[config.mk]
export PLATFORM = sky130hd
export DESIGN_NAME = multicycle_controller_flat
export DESIGN_NICKNAME = d
export VERILOG_FILES = /design/src/rtl/multicycle_controller_pkg.sv /design/src/rtl/multicycle_controller_if.sv /design/src/rtl/multicycle_controller_decoder.sv /design/src/rtl/multicycle_controller.sv /design/src/flat_wrapper.sv
export SDC_FILE = /design/constraint.sdc
export NUM_CORES = 1
export LEC_CHECK = 0
export CORE_MARGIN = 1.5
export CORE_UTILIZATION = 47
export CTS_CLUSTER_DIAMETER = 50
export DETAILED_ROUTE_END_ITERATION = 10
export GPL_TIMING_DRIVEN = 0
export PLACE_DENSITY = 0.95
export SLEW_MARGIN = 40
export SYNTH_ARGS = -nofsm -noshare
export SYNTH_HDL_FRONTEND = slang
export SYNTH_SLANG_ARGS = --single-unit
[constraint.sdc]
create_clock -name clock -period 3.71 [get_ports clock]
set_input_delay 0.371 -clock clock [delete_from_list [all_inputs] [get_ports clock]]
set_output_delay 0.371 -clock clock [all_outputs]
set_load 0.02 [all_outputs]
[src/rtl/multicycle_controller_pkg.sv]
// ----------------------------------------------------------------------------
// cpu_ctrl_pkg
// Shared types and constants for the multi-cycle CPU controller.
//   state_t  : controller FSM states (also exported on the debug port)
//   alu_op_t : ALU operation select driven to the datapath
//   dec_t    : bundle produced by instruction_decoder
//   OP_* / F3_* / F7_* : opcode and function-field encodings of the
//                        supported R-type ALU subset and SYSTEM
// ----------------------------------------------------------------------------
package cpu_ctrl_pkg;

  typedef enum logic [2:0] {
    S_IDLE      = 3'd0,
    S_FETCH     = 3'd1,
    S_DECODE    = 3'd2,
    S_EXECUTE   = 3'd3,
    S_WRITEBACK = 3'd4,
    S_HALT      = 3'd5
  } state_t;

  typedef enum logic [2:0] {
    ALU_ADD = 3'd0,
    ALU_SUB = 3'd1,
    ALU_AND = 3'd2,
    ALU_OR  = 3'd3,
    ALU_XOR = 3'd4
  } alu_op_t;

  localparam logic [6:0] OP_RTYPE  = 7'b0110011;
  localparam logic [6:0] OP_SYSTEM = 7'b1110011;

  localparam logic [2:0] F3_ADD_SUB = 3'b000;
  localparam logic [2:0] F3_AND     = 3'b111;
  localparam logic [2:0] F3_OR      = 3'b110;
  localparam logic [2:0] F3_XOR     = 3'b100;

  localparam logic [6:0] F7_BASE = 7'b0000000;
  localparam logic [6:0] F7_ALT  = 7'b0100000;

  typedef struct packed {
    logic    valid;       // supported R-type ALU instruction
    logic    is_system;   // SYSTEM opcode: orderly halt, not an error
    alu_op_t alu_op;      // meaningful only when valid
    logic    rd_nonzero;  // destination is not x0
  } dec_t;

endpackage

[src/rtl/multicycle_controller_if.sv]
// ----------------------------------------------------------------------------
// multicycle_controller_if
// Control bundle between the multi-cycle controller and the CPU datapath.
//   master : controller side (consumes run/instruction/mem_ready, drives the
//            enables, alu_op, sticky status flags, retire count and state)
//   slave  : datapath / environment side (mirror image)
// Parameter XLEN: instruction width.
// ----------------------------------------------------------------------------
interface multicycle_controller_if #(
  parameter int XLEN = 32
) ();
  import cpu_ctrl_pkg::*;

  logic            run;
  logic [XLEN-1:0] instruction;
  logic            mem_ready;
  logic            mem_req;
  logic            ir_we;
  logic            pc_en;
  logic            reg_we;
  alu_op_t         alu_op;
  logic            halted;
  logic            illegal;
  logic            timeout;
  logic [31:0]     instr_count;
  state_t          state;

  modport master (
    input  run, instruction, mem_ready,
    output mem_req, ir_we, pc_en, reg_we, alu_op,
           halted, illegal, timeout, instr_count, state
  );

  modport slave (
    output run, instruction, mem_ready,
    input  mem_req, ir_we, pc_en, reg_we, alu_op,
           halted, illegal, timeout, instr_count, state
  );

endinterface

[src/rtl/multicycle_controller_decoder.sv]
// ----------------------------------------------------------------------------
// instruction_decoder
// Purely combinational classifier for the IR contents.
//   i_instr : current instruction register value (XLEN bits)
//   o_dec   : {valid, is_system, alu_op, rd_nonzero}
// Anything that is neither a supported R-type ALU op nor SYSTEM comes out
// with valid=0 and is_system=0, which the controller treats as illegal.
// ----------------------------------------------------------------------------
module instruction_decoder
  import cpu_ctrl_pkg::*;
#(
  parameter int XLEN = 32
) (
  input  logic [XLEN-1:0] i_instr,
  output dec_t            o_dec
);

  logic [6:0] w_opcode;
  logic [2:0] w_funct3;
  logic [6:0] w_funct7;
  logic       w_unused_fields;

  assign w_opcode = i_instr[6:0];
  assign w_funct3 = i_instr[14:12];
  assign w_funct7 = i_instr[31:25];
  // Register source fields do not affect control.
  assign w_unused_fields = ^i_instr[24:15];

  // Classify the instruction and select the ALU operation.
  always_comb begin
    o_dec            = '0;
    o_dec.alu_op     = ALU_ADD;
    o_dec.rd_nonzero = |i_instr[11:7];
    if (w_opcode == OP_RTYPE) begin
      case ({w_funct7, w_funct3})
        {F7_BASE, F3_ADD_SUB}: begin o_dec.valid = 1'b1; o_dec.alu_op = ALU_ADD; end
        {F7_ALT,  F3_ADD_SUB}: begin o_dec.valid = 1'b1; o_dec.alu_op = ALU_SUB; end
        {F7_BASE, F3_AND}:     begin o_dec.valid = 1'b1; o_dec.alu_op = ALU_AND; end
        {F7_BASE, F3_OR}:      begin o_dec.valid = 1'b1; o_dec.alu_op = ALU_OR;  end
        {F7_BASE, F3_XOR}:     begin o_dec.valid = 1'b1; o_dec.alu_op = ALU_XOR; end
        default:               begin o_dec.valid = 1'b0; o_dec.alu_op = ALU_ADD; end
      endcase
    end else if (w_opcode == OP_SYSTEM) begin
      o_dec.is_system = 1'b1;
    end else begin
      o_dec.valid     = 1'b0;
      o_dec.is_system = 1'b0;
    end
  end

endmodule

[src/rtl/multicycle_controller.sv]
// ----------------------------------------------------------------------------
// multicycle_controller
// Sequences the CPU datapath through FETCH / DECODE / EXECUTE / WRITEBACK,
// with an IDLE park state gated by run and an absorbing HALT state.
// Ports:
//   clock   : system clock, rising edge
//   reset   : asynchronous active-low reset
//   ctrl_if : multicycle_controller_if.master (run, instruction, mem_ready in;
//             mem_req, ir_we, pc_en, reg_we, alu_op, halted, illegal,
//             timeout, instr_count, state out)
// Parameters: XLEN (instruction width), FETCH_TIMEOUT (fetch wait limit).
// Build option: define CTRL_FETCH_TIMEOUT_EN to halt with timeout=1 when
// mem_ready has not arrived within FETCH_TIMEOUT cycles of FETCH entry.
// Without it FETCH waits forever and timeout stays 0.
// ----------------------------------------------------------------------------
module multicycle_controller
  import cpu_ctrl_pkg::*;
#(
  parameter int XLEN          = 32,
  parameter int FETCH_TIMEOUT = 16
) (
  input  logic                          clock,
  input  logic                          reset,
  multicycle_controller_if.master       ctrl_if
);

  state_t      r_state;
  alu_op_t     r_alu_op;
  logic        r_mem_req;
  logic        r_pc_en;
  logic        r_reg_we;
  logic        r_halted;
  logic        r_illegal;
  logic        r_timeout;
  logic [31:0] r_instr_count;
  dec_t        w_dec;
  logic        w_fetch_expired;

  instruction_decoder #(
    .XLEN (XLEN)
  ) u_decoder (
    .i_instr (ctrl_if.instruction),
    .o_dec   (w_dec)
  );

`ifdef CTRL_FETCH_TIMEOUT_EN
  localparam int CNT_W = $clog2(FETCH_TIMEOUT + 1);
  logic [CNT_W-1:0] r_fetch_cnt;

  // The last counted FETCH cycle: still accepts mem_ready, otherwise halts.
  assign w_fetch_expired = (r_fetch_cnt == CNT_W'(FETCH_TIMEOUT - 1));

  // Count FETCH cycles spent waiting; any other state re-arms the counter.
  always_ff @(posedge clock or negedge reset) begin
    if (!reset) begin
      r_fetch_cnt <= {CNT_W{1'b0}};
    end else if ((r_state == S_FETCH) && !ctrl_if.mem_ready) begin
      r_fetch_cnt <= r_fetch_cnt + {{(CNT_W-1){1'b0}}, 1'b1};
    end else begin
      r_fetch_cnt <= {CNT_W{1'b0}};
    end
  end
`else
  logic w_unused_timeout_cfg;
  assign w_fetch_expired      = 1'b0;
  assign w_unused_timeout_cfg = (FETCH_TIMEOUT > 0);
`endif

  // Controller FSM: next state plus all registered control outputs.
  always_ff @(posedge clock or negedge reset) begin
    if (!reset) begin
      r_state       <= S_IDLE;
      r_alu_op      <= ALU_ADD;
      r_mem_req     <= 1'b0;
      r_pc_en       <= 1'b0;
      r_reg_we      <= 1'b0;
      r_halted      <= 1'b0;
      r_illegal     <= 1'b0;
      r_timeout     <= 1'b0;
      r_instr_count <= 32'd0;
    end else begin
      // Writeback strobes are single-cycle pulses.
      r_pc_en  <= 1'b0;
      r_reg_we <= 1'b0;
      case (r_state)
        S_IDLE: begin
          if (ctrl_if.run) begin
            r_state   <= S_FETCH;
            r_mem_req <= 1'b1;
          end else begin
            r_state <= S_IDLE;
          end
        end
        S_FETCH: begin
          if (ctrl_if.mem_ready) begin
            r_state   <= S_DECODE;
            r_mem_req <= 1'b0;
          end else if (w_fetch_expired) begin
            r_state   <= S_HALT;
            r_mem_req <= 1'b0;
            r_halted  <= 1'b1;
            r_timeout <= 1'b1;
          end else begin
            r_state <= S_FETCH;
          end
        end
        S_DECODE: begin
          if (w_dec.valid) begin
            r_state  <= S_EXECUTE;
            r_alu_op <= w_dec.alu_op;
          end else begin
            // SYSTEM halts cleanly; every other undecodable word is illegal.
            r_state   <= S_HALT;
            r_halted  <= 1'b1;
            r_illegal <= ~w_dec.is_system;
          end
        end
        S_EXECUTE: begin
          r_state  <= S_WRITEBACK;
          r_pc_en  <= 1'b1;
          r_reg_we <= w_dec.rd_nonzero;
        end
        S_WRITEBACK: begin
          r_instr_count <= r_instr_count + 32'd1;
          if (ctrl_if.run) begin
            r_state   <= S_FETCH;
            r_mem_req <= 1'b1;
          end else begin
            r_state <= S_IDLE;
          end
        end
        S_HALT: begin
          r_state <= S_HALT;
        end
        default: begin
          r_state   <= S_IDLE;
          r_mem_req <= 1'b0;
        end
      endcase
    end
  end

  // ir_we is Mealy so the IR captures memory data in the cycle it is valid.
  assign ctrl_if.ir_we       = (r_state == S_FETCH) & ctrl_if.mem_ready;
  assign ctrl_if.mem_req     = r_mem_req;
  assign ctrl_if.pc_en       = r_pc_en;
  assign ctrl_if.reg_we      = r_reg_we;
  assign ctrl_if.alu_op      = r_alu_op;
  assign ctrl_if.halted      = r_halted;
  assign ctrl_if.illegal     = r_illegal;
  assign ctrl_if.timeout     = r_timeout;
  assign ctrl_if.instr_count = r_instr_count;
  assign ctrl_if.state       = r_state;

endmodule

[src/flat_wrapper.sv]
// flat-port wrapper written by rule: the top's interface ports become plain ports
module multicycle_controller_flat import cpu_ctrl_pkg::*;
#(
  parameter int XLEN          = 32,
  parameter int FETCH_TIMEOUT = 16
)
  (clock, reset, ctrl_if_run, ctrl_if_instruction, ctrl_if_mem_ready, ctrl_if_mem_req, ctrl_if_ir_we, ctrl_if_pc_en, ctrl_if_reg_we, ctrl_if_alu_op, ctrl_if_halted, ctrl_if_illegal, ctrl_if_timeout, ctrl_if_instr_count, ctrl_if_state);
  multicycle_controller_if #(.XLEN(XLEN)) ctrl_if_i ();
  input  logic clock;
  input  logic reset;
  input wire logic [$bits(ctrl_if_i.run)-1:0] ctrl_if_run;
  input wire logic [$bits(ctrl_if_i.instruction)-1:0] ctrl_if_instruction;
  input wire logic [$bits(ctrl_if_i.mem_ready)-1:0] ctrl_if_mem_ready;
  output wire logic [$bits(ctrl_if_i.mem_req)-1:0] ctrl_if_mem_req;
  output wire logic [$bits(ctrl_if_i.ir_we)-1:0] ctrl_if_ir_we;
  output wire logic [$bits(ctrl_if_i.pc_en)-1:0] ctrl_if_pc_en;
  output wire logic [$bits(ctrl_if_i.reg_we)-1:0] ctrl_if_reg_we;
  output wire logic [$bits(ctrl_if_i.alu_op)-1:0] ctrl_if_alu_op;
  output wire logic [$bits(ctrl_if_i.halted)-1:0] ctrl_if_halted;
  output wire logic [$bits(ctrl_if_i.illegal)-1:0] ctrl_if_illegal;
  output wire logic [$bits(ctrl_if_i.timeout)-1:0] ctrl_if_timeout;
  output wire logic [$bits(ctrl_if_i.instr_count)-1:0] ctrl_if_instr_count;
  output wire logic [$bits(ctrl_if_i.state)-1:0] ctrl_if_state;
  assign ctrl_if_i.run = ctrl_if_run;
  assign ctrl_if_i.instruction = ctrl_if_instruction;
  assign ctrl_if_i.mem_ready = ctrl_if_mem_ready;
  assign ctrl_if_mem_req = ctrl_if_i.mem_req;
  assign ctrl_if_ir_we = ctrl_if_i.ir_we;
  assign ctrl_if_pc_en = ctrl_if_i.pc_en;
  assign ctrl_if_reg_we = ctrl_if_i.reg_we;
  assign ctrl_if_alu_op = ctrl_if_i.alu_op;
  assign ctrl_if_halted = ctrl_if_i.halted;
  assign ctrl_if_illegal = ctrl_if_i.illegal;
  assign ctrl_if_timeout = ctrl_if_i.timeout;
  assign ctrl_if_instr_count = ctrl_if_i.instr_count;
  assign ctrl_if_state = ctrl_if_i.state;
  multicycle_controller #(.XLEN(XLEN), .FETCH_TIMEOUT(FETCH_TIMEOUT)) u_core (.clock(clock), .reset(reset), .ctrl_if(ctrl_if_i));
endmodule
**Word level (Yosys, flattened, before mapping)**

Index checks and enable logic that the tools add are counted.

- Multiplexer cells: 15
- $add $sub $neg: 1
- Reductions and logical operators: 9
- Bitwise operators: 4
- Equality and inequality tests: 13

Operator list:

| operator | count |
|---|---|
| 32-bit by 1-bit adder with 32-bit output (second input constant) | 1 |
| 10-bit by 3-bit == test with 1-bit output (second input constant) | 3 |
| 3-bit one-hot mux with 5 select lines | 1 |
| 3-bit one-hot mux with 4 select lines | 1 |
| 10-bit by 9-bit == test with 1-bit output (second input constant) | 1 |
| 10-bit zero test | 1 |
| 5-bit OR reduction | 2 |
| 1-bit two-way mux | 9 |
| 7-bit by 6-bit == test with 1-bit output (second input constant) | 1 |
| 7-bit == test (second input constant) | 1 |
| 3-bit by 2-bit == test with 1-bit output (second input constant) | 2 |
| 3-bit == test (second input constant) | 2 |
| 3-bit two-way mux | 2 |
| 2-bit AND reduction | 2 |
| 3-bit by 1-bit == test with 1-bit output (second input constant) | 1 |
| 3-bit zero test | 1 |
| 1-bit inverter | 3 |
| 1-bit one-hot mux with 3 select lines | 1 |
| 3-bit AND reduction | 1 |
| 3-bit OR reduction | 1 |
| 2-bit two-way mux | 1 |
| 2-bit by 1-bit inequality test with 1-bit output (second input constant) | 1 |
| 2-bit inequality test (second input constant) | 1 |
| 2-bit OR reduction | 1 |
| 1-bit AND | 1 |

- Output and inout bits: 45
- Bits in registers: 43
- Word-level logic and storage cells: 50
- Bits of input ports: 36

**Logic depth before layout (Yosys ltp)**

- Word-level depth: 6
- Mapped depth: 6
- Depth with buffers taken out: 5

**Cells and area by module**

From an unflattened synthesis, not the netlist that was laid out.

- Cell total of the unflattened synthesis: 192
- Area, all modules: 2089.5 um2

By module, submodules not included:

| module | cells an instance | sequential area each (um2) | times used | area an instance (um2) |
|---|---|---|---|---|
| multicycle_controller | 174 | 1076.0 | 1 | 1949.4 |
| instruction_decoder | 18 | 0.0 | 1 | 140.1 |

**Worst setup path before layout**

No wires, ideal clock.

- Path kind: reg2reg
- Start: reg u_core.r_state[0], in the netlist u_core.ctrl_if.state[0]
- End: reg u_core.r_instr_count[31], in the netlist u_core.ctrl_if.instr_count[31]
- Buffers on the path: 2
- Data required time: 3582 ps
- Library setup time: 128 ps
- Arrival: 1845 ps
- Clock period less this slack: 1974 ps
- Cell stages (with the launch flop): 7
- Path slack: 1736 ps
- Path through: dfrtp_1 -> buf_6 -> or3b_1 -> buf_2 -> nor4_4 -> nand4_1 -> xnor2_1

- Cells in the longest elaborated chain, start to end: 1

RTL lines:

| item | RTL line | source |
|---|---|---|
| start: declaration | multicycle_controller.sv:27 | `state_t r_state;` |
| start signal: assignment | multicycle_controller.sv:72 | `r_state <= S_IDLE;` |
| start signal: assignment | multicycle_controller.sv:88 | `r_state <= S_FETCH;` |
| start signal: assignment | multicycle_controller.sv:91 | `r_state <= S_IDLE;` |
| 3-bit == test | multicycle_controller.sv:85 | `case (r_state)` |
| end signal: assignment | multicycle_controller.sv:124 | `r_instr_count <= r_instr_count + 32'd1;` |
| end: declaration | multicycle_controller.sv:35 | `logic [31:0] r_instr_count;` |

Every way passes these cells.
A chain may end at the register's enable or synchronous reset.

**Worst setup path in the final report**

- Start: reg u_core.r_state[1], in the netlist u_core.ctrl_if.state[1]
- End: out ctrl_if_ir_we

- Cells in the longest elaborated chain, start to end: 2

RTL lines:

| item | RTL line | source |
|---|---|---|
| 3-bit by 1-bit == test with 1-bit output | multicycle_controller.sv:144 | `assign ctrl_if.ir_we = (r_state == S_FETCH) & ctrl_if.mem_ready;` |
| 1-bit AND | multicycle_controller.sv:144 |  |
| end: declaration | flat_wrapper.sv:15 | `output wire logic [$bits(ctrl_if_i.ir_we)-1:0] ctrl_if_ir_we;` |

Every way passes these cells.

==> run_results.csv <==
group,metric,value,unit
layout,syn2layout_area_growth,41.3,%
setup_path,start_kind,"flip-flop",
setup_path,cp_num_cells,3,
timing,slew_viol_final,0,
timing,hold_viol,0,
layout,drive_above_1_share,0.0784,
setup_path,critPathKind,"flip-flop to output port",
place,gp_congestion,0.759,
route,drc,0,
route,drt_iter0_markers,93,
pwr,power.leakage,1.21,nW
job,max_cap_violations,0,
timing,fin_crit_sh,0.624,
synth,yosysWarnings,0,
cts,cts_resized,0,
timing,fin_skew,0.00432,ns
setup_path,critPathMaxStageDelay,0.67,ns
setup_path,reg2reg_slack,1.59,ns
setup_path,reg2reg_depth,6,
setup_path,endpoint_kind,"output port",
layout,diodes,0,
die,core,4120,um^2
timing,fmax,0.432,GHz
route,routed_wl,4380,um
layout,final_area,2910,um^2
synth,netlist_area,2060,um^2
timing,slew_headroom,0.625,
timing,rsz0062_at_grt,"no",
setup_path,r2r_start,"u_core.ctrl_if.state[0]",
route,viasPerCell,5.43,
synth,netlist_instances,191,
hold_path,min_path_type,"input port to async pin",
setup_path,cp_top_family,"buffers and inverters",
pwr,peakVddDrop,0.222,mV
synth,synth_commonest_cells,"43 x dfrtp_1, 24 x xnor2_1, 18 x nand3_1, 12 x nand4_1, 12 x nor2_1",
cts,post_cts_buffers,0,
setup_path,cp_max_fo,10,
cts,hold_buffers,0,
synth,synth_edf_count,0,
global_routing,grt_pass1_vias,1677,
global_routing,grt-ovfl-total,0,
setup_path,crit_chain,"clkbuf_1, nor4bb_1, clkdlybuf4s50_1",
timing,period_needed,2.32,ns
place,io_buffer_count,69,
synth,ys_ff_latch,43,
pwr,powerDensity,450,nW/um^2
setup_path,crit_end,"ctrl_if_ir_we",
pwr,power,1.31,mW
timing,finalSetupTns,0,ns
synth,syn_avg_cell_area,10.8,um^2
setup_path,worst-endpoint-required,3.34,ns
cts,cts-root-buf,"clkbuf_8",
synth,yosysTopAreaCellShare,0.522,
cts,numClockSinks,43,
route,detail-route-antenna-nets,0,
die,rows,23,
cts,htree_num_levels,2,
cts,numCtsBuffers,5,
setup_path,worstPathArrival,1.94,ns
synth,yosysMostFrequentCell,"dfrtp_1",
cts,cts_tree,"done",
setup_path,cp-startpoint,"u_core.ctrl_if.state[1]",
timing,setup_viol,0,
die,die_x,69.2,um
layout,nets,304,
route,wl_per_cell,13.8,um
setup_path,slowest_stage,"clkdlybuf4s50_1",
global_routing,antenna_found_initial,0,
place,hpwl,3250,um
place,placed_area,2810,um^2
layout,n_fill_cell,309,
die,dieHeight,69.2,um
die,ios,81,
global_routing,grt_max_degree,44,
global_routing,track_usage,0.196,
setup_path,cp_num_buf_inv,2,
synth,synth_area_leaders,"dfrtp_1 52%, xnor2_1 10%, nand3_1 4.4%",
die,initial_core_util,0.501,
global_routing,grt_pass1_wl,7730,um
outcome,run_status,"finished, final reports clean",
synth,syn_nets,228,
cts,clkTransAtPathRegs,0.08,ns
timing,worst_pin_slew,0.559,ns
synth,ys.flop_type,"dfrtp_1",
cts,insertion_delay,0.29,ns
route,dr.pass1.iters,4,
synth,yosysTopAreaCell,"dfrtp_1",
cts,clockBufferDepth,2,
synth,ys_types,37,
setup_path,r2r_end,"u_core.ctrl_if.instr_count[27]",
synth,ys_seq_area_frac,0.522,
route,via_count,1727,
synth,async_reset_ff_frac,1.00,
die,die_area,4790,um^2
==> how the worst min path moves through the flow <==
| stage | from | endpoint | slack, ns | cells past startpoint |
|---|---|---|---|---|
| final | reset | u_core.ctrl_if.instr_count[15] | 0.06 | 1 |
| after global routing | reset | u_core.ctrl_if.instr_count[15] | 0.1 | 1 |
| after CTS | reset | u_core.ctrl_if.instr_count[0] | 0.08 | 1 |
| after detailed placement | reset | u_core.ctrl_if.instr_count[16] | 0.39 | 1 |
| after global placement | u_core.ctrl_if.halted | u_core.ctrl_if.halted | 0.46 | 1 |
| after floorplan | reset | u_core.ctrl_if.alu_op[0] | 0.08 | 0 |
==> sequential cells by signal (all words and copies together), names as in the netlist <==
signal / cells
u_core.ctrl_if.reg_we: 1
u_core.ctrl_if.pc_en: 1
u_core.ctrl_if.halted: 1
u_core.ctrl_if.alu_op: 3
u_core.ctrl_if.illegal: 1
u_core.ctrl_if.instr_count: 32
u_core.ctrl_if.state: 3
u_core.ctrl_if.mem_req: 1
==> worst register-to-register path, stage by stage (launching register included) <==
cell     delay [ns]
dfrtp_1        0.39
buf_6          0.14
or3b_1         0.36
buf_2          0.17
nor4_4         0.55
nand4_1        0.21
xnor2_1        0.17
==> per-stage QoR <==
stage	std cells	worst slack, ns	utilization	hold slack, ns
final	318	1.39	0.708	0.0598
after global routing	318	1.29	0.708	0.0990
after CTS	318	1.37	0.708	0.0771
after detailed placement	310	1.39	0.683	0.391
after global placement	310	1.20	0.684	0.458
after floorplan	191	1.74	-	0.0754
==> logic make-up after synthesis <==
logic type                 count (synthesis)  share of synthesized area
and+or+nand+nor                           88                      0.251
buffers and inverters                     11                     0.0279
xor gates and xnor gates                  31                      0.132
other                                      1                    0.00182
DFF                                       43                      0.522
AOI/OAI and AO/OA                         11                     0.0328
adders and majority gates                  1                    0.00607
muxes                                      5                     0.0267
==> report_power, final <==
group / total (mW) / internal, mW / leakage [nW] / switching (mW)
registers: 0.583 / 0.523 / 0.577 / 0.0591
logic: 0.405 / 0.206 / 0.580 / 0.199
clock network: 0.322 / 0.170 / 0.0515 / 0.152
total: 1.31 / 0.900 / 1.21 / 0.410
==> layer usage <==
layer	vias to the layer above	global-route usage	share of wire
met3	7	0.0349	0.037
met1	844	0.244	0.44
met2	50	0.343	0.51
met4	0	0.0697	0.012
met5	-	0	0
li1	826	-	-
==> placed cells by master (no fill, tap or decap), drive strengths merged, types with 6 or more instances in the layout <==
cell / count
xor2: 7
dfrtp: 43
nand3: 18
nor4: 7
nor2: 12
nand2: 10
xnor2: 24
clkdlybuf4s50: 68
nor3: 6
clkbuf: 11
nand4: 12
==> area by class of cell <==
cell class / instances / area [um^2] / share of cell area
clock buffers: 8 / 100 / 0.0344
repair buffers: 69 / 688 / 0.236
plain buffers: 7 / 42.5 / 0.0146
multi-input cells: 137 / 928 / 0.319
well taps: 50 / 62.6 / 0.0215
flip-flops and latches: 43 / 1080 / 0.369
inverters: 4 / 15.0 / 0.00515
Note: power is estimated with default switching activity, not from simulation.
